$ cat config.mk
export PLATFORM = sky130hd
export DESIGN_NAME = text_entry_ctrl
export DESIGN_NICKNAME = d
export VERILOG_FILES = /design/src/rtl/text_entry_ctrl.sv
export SDC_FILE = /design/constraint.sdc
export NUM_CORES = 1
export LEC_CHECK = 0
export CORE_ASPECT_RATIO = 2
export CORE_UTILIZATION = 35
export CTS_BUF_LIST = sky130_fd_sc_hd__clkbuf_8
export DETAILED_ROUTE_END_ITERATION = 7
export PLACE_DENSITY = 0.63
export SYNTH_ARGS = -nofsm -noshare
export SYNTH_HDL_FRONTEND = slang
export SYNTH_SLANG_ARGS = --single-unit
$ cat constraint.sdc
create_clock -name clk -period 2.45 [get_ports clk]
set_clock_uncertainty 0.2 [all_clocks]
set_input_delay 0.6125 -clock clk [delete_from_list [all_inputs] [get_ports clk]]
set_output_delay 0.6125 -clock clk [all_outputs]
set_load 0.005 [all_outputs]
$ cat src/rtl/text_entry_ctrl.sv
// Keyboard-to-message sequencer: filters PS/2 break codes, resolves the comma/n dead key,
// writes characters into the message RAM. Optional macro: TEXT_ENTRY_BACKSPACE_EN.
module text_entry_ctrl #(
  parameter int          DEPTH     = 16,
  parameter int          AW        = 4,
  parameter logic [7:0]  ENHE_CODE = 8'h4C
) (
  input  logic          clk,
  input  logic          reset,
  input  logic          key_valid,
  input  logic [7:0]    key_code,
  input  logic          msg_ack,
  output logic          wr_en,
  output logic [AW-1:0] wr_addr,
  output logic [7:0]    wr_data,
  output logic [AW:0]   msg_len,
  output logic          msg_done,
  output logic          enter,
  output logic          virgul
);

  localparam logic [7:0] CODE_BREAK = 8'hF0;
  localparam logic [7:0] CODE_ENTER = 8'h5A;
  localparam logic [7:0] CODE_COMMA = 8'h41;
  localparam logic [7:0] CODE_N     = 8'h31;
`ifdef TEXT_ENTRY_BACKSPACE_EN
  localparam logic [7:0] CODE_BKSP  = 8'h66;
`endif
  localparam logic [AW:0] FULL_LEN  = (AW+1)'(DEPTH);
  localparam logic [AW:0] ONE       = (AW+1)'(1);

  typedef enum logic [2:0] {
    IDLE,
    BRK,
    MOD,
    FLUSH,
    PEND,
    DONE
  } state_t;

  state_t     state;
  state_t     origin;
  logic [7:0] flush_byte;
  logic [7:0] hold_byte;
  logic       hold_valid;

  logic       in_valid;
  logic [7:0] in_byte;
  logic       full;

  // A byte queued during FLUSH takes priority over the live input on the next cycle.
  always_comb begin
    in_valid = hold_valid | key_valid;
    in_byte  = hold_valid ? hold_byte : key_code;
    full     = (msg_len == FULL_LEN);
  end

  always_ff @(posedge clk or posedge reset) begin
    if (reset) begin
      state      <= IDLE;
      origin     <= IDLE;
      flush_byte <= '0;
      hold_byte  <= '0;
      hold_valid <= 1'b0;
      wr_en      <= 1'b0;
      wr_addr    <= '0;
      wr_data    <= '0;
      msg_len    <= '0;
      msg_done   <= 1'b0;
      enter      <= 1'b0;
      virgul     <= 1'b0;
    end else begin
      wr_en <= 1'b0;

      // FLUSH does not consume input, so a live byte is parked; elsewhere the parked
      // byte is consumed and any simultaneous live byte takes its place.
      if (state == FLUSH) begin
        if (key_valid && !hold_valid) begin
          hold_valid <= 1'b1;
          hold_byte  <= key_code;
        end
      end else if (hold_valid) begin
        hold_valid <= key_valid;
        hold_byte  <= key_code;
      end

      case (state)
        IDLE: begin
          if (in_valid) begin
            case (in_byte)
              CODE_BREAK: begin
                state  <= BRK;
                origin <= IDLE;
              end
              CODE_ENTER: begin
                state    <= DONE;
                enter    <= 1'b1;
                msg_done <= 1'b1;
                virgul   <= 1'b0;
              end
              CODE_COMMA: begin
                state  <= MOD;
                virgul <= 1'b1;
              end
`ifdef TEXT_ENTRY_BACKSPACE_EN
              CODE_BKSP: begin
                if (msg_len != '0) msg_len <= msg_len - ONE;
              end
`endif
              default: begin
                if (!full) begin
                  wr_en   <= 1'b1;
                  wr_addr <= msg_len[AW-1:0];
                  wr_data <= in_byte;
                  msg_len <= msg_len + ONE;
                end
              end
            endcase
          end
        end

        BRK: begin
          if (in_valid) state <= origin;
        end

        MOD: begin
          if (in_valid) begin
            case (in_byte)
              CODE_N: begin
                if (!full) begin
                  wr_en   <= 1'b1;
                  wr_addr <= msg_len[AW-1:0];
                  wr_data <= ENHE_CODE;
                  msg_len <= msg_len + ONE;
                end
                virgul <= 1'b0;
                state  <= IDLE;
              end
              CODE_BREAK: begin
                state  <= BRK;
                origin <= MOD;
              end
`ifdef TEXT_ENTRY_BACKSPACE_EN
              CODE_BKSP: begin
                virgul <= 1'b0;
                state  <= IDLE;
              end
`endif
              default: begin
                // Any non-n byte first commits the pending comma.
                if (!full) begin
                  wr_en   <= 1'b1;
                  wr_addr <= msg_len[AW-1:0];
                  wr_data <= CODE_COMMA;
                  msg_len <= msg_len + ONE;
                end
                if (in_byte == CODE_ENTER) begin
                  virgul <= 1'b0;
                  state  <= PEND;
                end else if (in_byte != CODE_COMMA) begin
                  virgul     <= 1'b0;
                  flush_byte <= in_byte;
                  state      <= FLUSH;
                end
              end
            endcase
          end
        end

        FLUSH: begin
          if (!full) begin
            wr_en   <= 1'b1;
            wr_addr <= msg_len[AW-1:0];
            wr_data <= flush_byte;
            msg_len <= msg_len + ONE;
          end
          state <= IDLE;
        end

        PEND: begin
          enter    <= 1'b1;
          msg_done <= 1'b1;
          virgul   <= 1'b0;
          state    <= DONE;
        end

        DONE: begin
          if (msg_ack) begin
            msg_len    <= '0;
            wr_addr    <= '0;
            enter      <= 1'b0;
            msg_done   <= 1'b0;
            hold_valid <= 1'b0;
            state      <= IDLE;
          end
        end

        default: state <= IDLE;
      endcase
    end
  end

endmodule

# [Word level (Yosys, flattened, before mapping)]
# Cells that the tools add are included.
[word_totals] word_cells=125 register_bits=43 out_inout_bits=21
[classes] mux=63 bitwise_logic=3 n_addsub=1 eq_ne=28 n_reduce_logical=19
[op_table] operator="$mux 8" count=11
[op_table] operator="$mux 3" count=10
[op_table] operator="$mux 5" count=6
[op_table] operator="$mux 4" count=6
[op_table] operator="$ne 2x2->1 const B" count=12
[op_table] operator="$pmux 8 s3" count=1
[op_table] operator="$pmux 5 s4" count=1
[op_table] operator="$reduce_and 6->1" count=3
[op_table] operator="$mux 1" count=17
[op_table] operator="$eq 8x7->1 const B" count=2
[op_table] operator="$pmux 4 s4" count=1
[op_table] operator="$pmux 8 s2" count=1
[op_table] operator="$pmux 3 s5" count=1
[op_table] operator="$pmux 3 s2" count=2
[op_table] operator="$reduce_and 5->1" count=2
[op_table] operator="$pmux 1 s3" count=3
[op_table] operator="$pmux 3 s3" count=1
[op_table] operator="$reduce_bool 3->1" count=3
[op_table] operator="$eq 8x6->1 const B" count=1
[op_table] operator="$eq 8x8->1 const B" count=1
[op_table] operator="$ne 8x7->1 const B" count=1
[op_table] operator="$reduce_and 8->1" count=1
[op_table] operator="$eq 3x2->1 const B" count=2
[op_table] operator="$eq 3x3->1 const B" count=2
[op_table] operator="20 further kinds" count=23

# [Logic depth before layout (Yosys ltp)]
# Gate-level depths: netlist (run 1).
[depth] word_depth=7 depth_mapped=9

# [Least setup slack after synthesis (run 1)]
# Ideal clock, no wire load.
[synth_timing] path_kind="in2reg" start="input port key_code[1]" end="register state[1]" n_path_buf=0 t_required_ns=2.125 setup_time_ns=0.125 arrival_time_ns=2.160 cell_stages=6 slack_ns=-0.035 path_cell_list="nor4_2 > nor2_2 > nor4_2 > or4b_1 > nand3_2 > mux2_4"
[synth_via] elab_chain_len=6 word_cells_on_any_way=15
[synth_lines] item="start, declared" line_no="11" source="input logic [7:0] key_code,"
[synth_lines] item="$mux 8 *" line_no="54" source="in_byte = hold_valid ? hold_byte : key_code;"
[synth_lines] item="$eq 8x7->1" line_no="90, 157"
[synth_lines] item="$mux 3" line_no="157" source="if (in_byte == CODE_ENTER) begin"
[synth_lines] item="$pmux 3 s2" line_no="128" source="case (in_byte)"
[synth_lines] item="$mux 3" line_no="127" source="if (in_valid) begin"
[synth_lines] item="$pmux 3 s5" line_no="87" source="case (state)"
[synth_lines] item="end signal, assigned" line_no="123" source="if (in_valid) state <= origin;"
[synth_lines] item="end, declared" line_no="41" source="state_t state;"
# Every way passes the cells marked *; elsewhere a longest branch is shown, timed or not. The select of a mux whose other input is x is not followed.
# A chain may end at the register's enable or synchronous reset.

# [Worst setup path in the final report (run 1)]
[layout_timing] start="register hold_valid" end="register flush_byte[4]"
[layout_via] elab_chain_len=5 word_cells_on_any_way=10
[layout_lines] item="start, declared" line_no="45" source="logic hold_valid;"
[layout_lines] item="start signal, assigned" line_no="83" source="hold_valid <= key_valid;"
[layout_lines] item="$mux 8" line_no="54"
[layout_lines] item="$eq 8x8->1 / $eq 8x6->1 (equally long branches)" line_no="128"
[layout_lines] item="$reduce_or 2->1 (no source line)"
[layout_lines] item="$not 1->1 (no source line)"
[layout_lines] item="$reduce_and 5->1 (no source line)"
[layout_lines] item="end signal, assigned" line_no="162" source="flush_byte <= in_byte;"
[layout_lines] item="end, declared" line_no="43" source="logic [7:0] flush_byte;"
# Several ways; a longest one is shown, not always the timed one.

==> flow_summary_export.csv, run 1 <==
group,metric,value,unit
status,outcome,"finished with violations",
status,violations,"setup timing",
power_and_ir_drop,p_switching,852,µW
final_layout,final_layout_size_suffix_gt1_share,36.9,%
synth,synth-edff-count,0,
critical_path,critPathMaxStageDelay,0.59,ns
power_and_ir_drop,p_leak,1.56,nW
sta,hold_viol_final,0,
critical_path,path_max_fanout,15,
route,drtIter0Drc,69,
synth,ys_warn_count,0,
final_layout,insertedDiodeCount,0,
synth,synth.distinct_cells,54,
synth,seq_area_frac_synth,42.8,%
synth,yosysTopAreaCell,"dfrtp_1",
synth,synthSimpleGateAreaFrac,17.8,%
sta,timing.slew.headroom,65.2,%
route,via_per_inst,5.16,
critical_path,critPathSlowestCell,"or4_4",
placed_design,place_ws,-0.526,ns
global_routing,grt_max_degree,42,
synth,avgSynthCellArea,10.6,µm²
global_routing,grt_pass1_wl,10400,µm
synth,synth_top_family_by_area,"multiplexers",
power_and_ir_drop,clkPwrFrac,20.5,%
final_layout,area_growth,42.1,%
critical_path,cp.required,2.44,ns
floorplanning,start_util,36.2,%
synth,synthArstFlopShare,100,%
critical_path,path_class,"reg2reg",
floorplanning,core,6620,µm²
global_routing,grt_pass1_vias,2161,
placed_design,portBuffers,32,
sta,whs,0.303,ns
critical_path,critPathLaunchType,"flip-flop",
cts,cts_hold_buf,0,
flow_run,max-cap-violations,0,
critical_path,worstPathCellList,"buf_12 -> buf_6 -> and3b_1 -> buf_4 -> nor2_4 -> nor3_4 -> or4_4 -> mux2_4",
power_and_ir_drop,ir_drop,0.000416,V
cts,clockBufferDepth,2,
global_routing,grtUsageTotal,19.1,%
route,drtPass1Iterations,4,
synth,synthCells,227,
critical_path,worst_ep_arrival_time,2.46,ns
power_and_ir_drop,p_int,1.83,mW
final_layout,final_nets,325,
critical_path,endpoint_kind,"flip-flop",
global_routing,grt-ovfl-total,0,
cts,clkSlewWorstSetupHoldPaths,0.08,ns
route,wl,6130,µm
worst_hold_path,hold_path.class,"reg2reg",
cts,numCtsBuffers,5,
synth,ys_ff_latch,41,
power_and_ir_drop,combinationalPowerShare,40.3,%
floorplanning,io_pins,33,
sta,tightestPinTransition,0.522,ns
synth,synth_xor_area_share,0.731,%
route,wl_per_cell,15.3,µm
cts,insertion_delay,0.31,ns
synth,synth_area_leaders,"dfrtp_1 43%, mux2_4 7.5%, mux2_2 5.2%",
floorplanning,die_area,7200,µm²
power_and_ir_drop,power_density,788,nW/µm²
cts,cts_root_buf,"clkbuf_8",
sta,rsz0062_at_grt,"yes",
synth,syn-num-nets,241,
placed_design,gp_congestion,0.850,
sta,fin_crit,2.47,ns
sta,final.period_utilization,101,%
sta,fmax,0.405,GHz
floorplanning,num_rows,42,
synth,synth_flop_cell,"dfrtp_1",
synth,muxShareOfSynthArea,17.9,%
synth,netlist_area,2400,µm²
synth,synthAdderAreaFrac,1.04,%
sta,drv_slew,0,
critical_path,rrSetupSlack,-0.02,ns
cts,h-tree-depth,2,
synth,synth-compound-area-share,14.3,%
global_routing,antenna_found_initial,0,
power_and_ir_drop,fin_total_pwr,2.68,mW
cts,clock_sinks,41,
placed_design,hpwlAfterDp,4420,µm
synth,synth_top_area_share,42.8,%
route,drc,0,
cts,cts_tree,"built",
synth,yosys-top-cells-count,"41 x dfrtp_1, 17 x nor2_1, 14 x inv_1, 13 x a21oi_1",
floorplanning,die_h,119,µm
route,ant_nets,0,
power_and_ir_drop,seq_power_share,39.2,%
sta,finalSetupViolations,4,
floorplanning,die_w,60.5,µm
synth,yosysMostFrequentCell,"dfrtp_1",
power_and_ir_drop,p_sw_share,31.8,%
final_layout,fillerInstances,623,
route,vias,2063,
sta,worst_slack,-0.0179,ns
worst max-delay path, delay by kind of cell (launching register included):
family | cells | cell delay (ns)
DFF | 1 | 0.42
and+or+nand+nor | 4 | 0.98
buffers and inverters | 3 | 0.44
muxes | 1 | 0.33
cell type report:
| type | count | area, µm² | share of cell area, % |
|---|---|---|---|
| multi-input combinational | 161 | 1350 | 39.6 |
| clock buffer | 5 | 68.8 | 2.02 |
| sequential | 41 | 1030 | 30.1 |
| inverter | 15 | 58.8 | 1.73 |
| clock inverter | 3 | 42.5 | 1.25 |
| tap | 88 | 110 | 3.23 |
| timing repair buffer | 87 | 751 | 22.0 |
power groups by stage:
stage	clock, mW	sequential (mW)	combinational, mW
6_report	0.549	1.05	1.08
5_1_grt	0.598	1.08	1.19
4_1_cts	0.568	1.04	1.07
3_5_place_dp	0	1.06	1.06
3_3_place_gp	0	1.05	1.04
2_1_floorplan	0	1.03	0.515
layout by cell type, fill, tap and decap left out, types with 4 or more instances in the layout:
cell              n
a211oi_1          4
dlygate4sd2_1     8
mux2i_1           8
nor2_1           16
and3_1            4
clkdlybuf4s50_1  24
inv_1            15
mux2_2           10
nand2_1          10
o211ai_1          5
buf_4            50
a21oi_1          13
mux2_4           16
o21ai_0           7
clkbuf_8          5
dfrtp_1          41
nand3_1          12
buf_6             4
kinds of logic after synthesis:
logic type | after synthesis
mux | 35
flops | 41
simple gates | 72
xor+xnor | 2
compound gates | 49
fa+ha+maj | 2
buf+inv | 26
worst paths after layout:
path	start	end	cells past startpoint
max	hold_valid	flush_byte[4]	8
min	flush_byte[0]	flush_byte[0]	2
max in group asynchronous	reset	virgul	3
min reg2reg	flush_byte[0]	flush_byte[0]	2
min in group asynchronous	reset	wr_data[3]	3
max reg2reg	hold_valid	flush_byte[4]	8
registers in the layout (all words and copies together) (netlist names):
signal,count
enter,1
flush_byte,8
hold_byte,8
hold_valid,1
msg_len,5
origin,1
state,3
virgul,1
wr_addr,4
wr_data,8
wr_en,1
per-stage QoR:
| stage | util, % | TNS (ns) | std cells | cell area, µm² |
|---|---|---|---|---|
| 2_1_floorplan | - | -0.0590 | 227 | 2400 |
| 6_report | 51.4 | -0.0469 | 400 | 3410 |
| 3_3_place_gp | 47.6 | -12.50 | 386 | 3150 |
| 4_1_cts | 50.3 | -0.123 | 398 | 3330 |
| 3_5_place_dp | 47.6 | -12.86 | 386 | 3150 |
| 5_1_grt | 51.4 | -0.976 | 400 | 3410 |
layer usage:
metal	track usage (%)	part of all wire (%)	routed length, µm	up-vias
met1	20.2	38	2340	1033
met4	9.38	2.6	158	0
li1	-	-	-	991
met5	0	0	0	-
met2	34.4	57	3500	28
met3	3.04	2.1	128	11
what timing repair did:
item                       in CTS  in global routing
gates cloned                    1                  0
gates resized for setup        21                 10
pin swaps                       9                  5
setup endpoints to repair      28                 22
setup buffers                   3                  2
Note: power is estimated with default switching activity, not from simulation.
==> inputs of run 2 (changes only) <==
- ABC_CLOCK_PERIOD_IN_PS: default -> 2450
==> results of run 2 <==
Same layout as run 1: the final DEF is identical, and so are final timing and power.
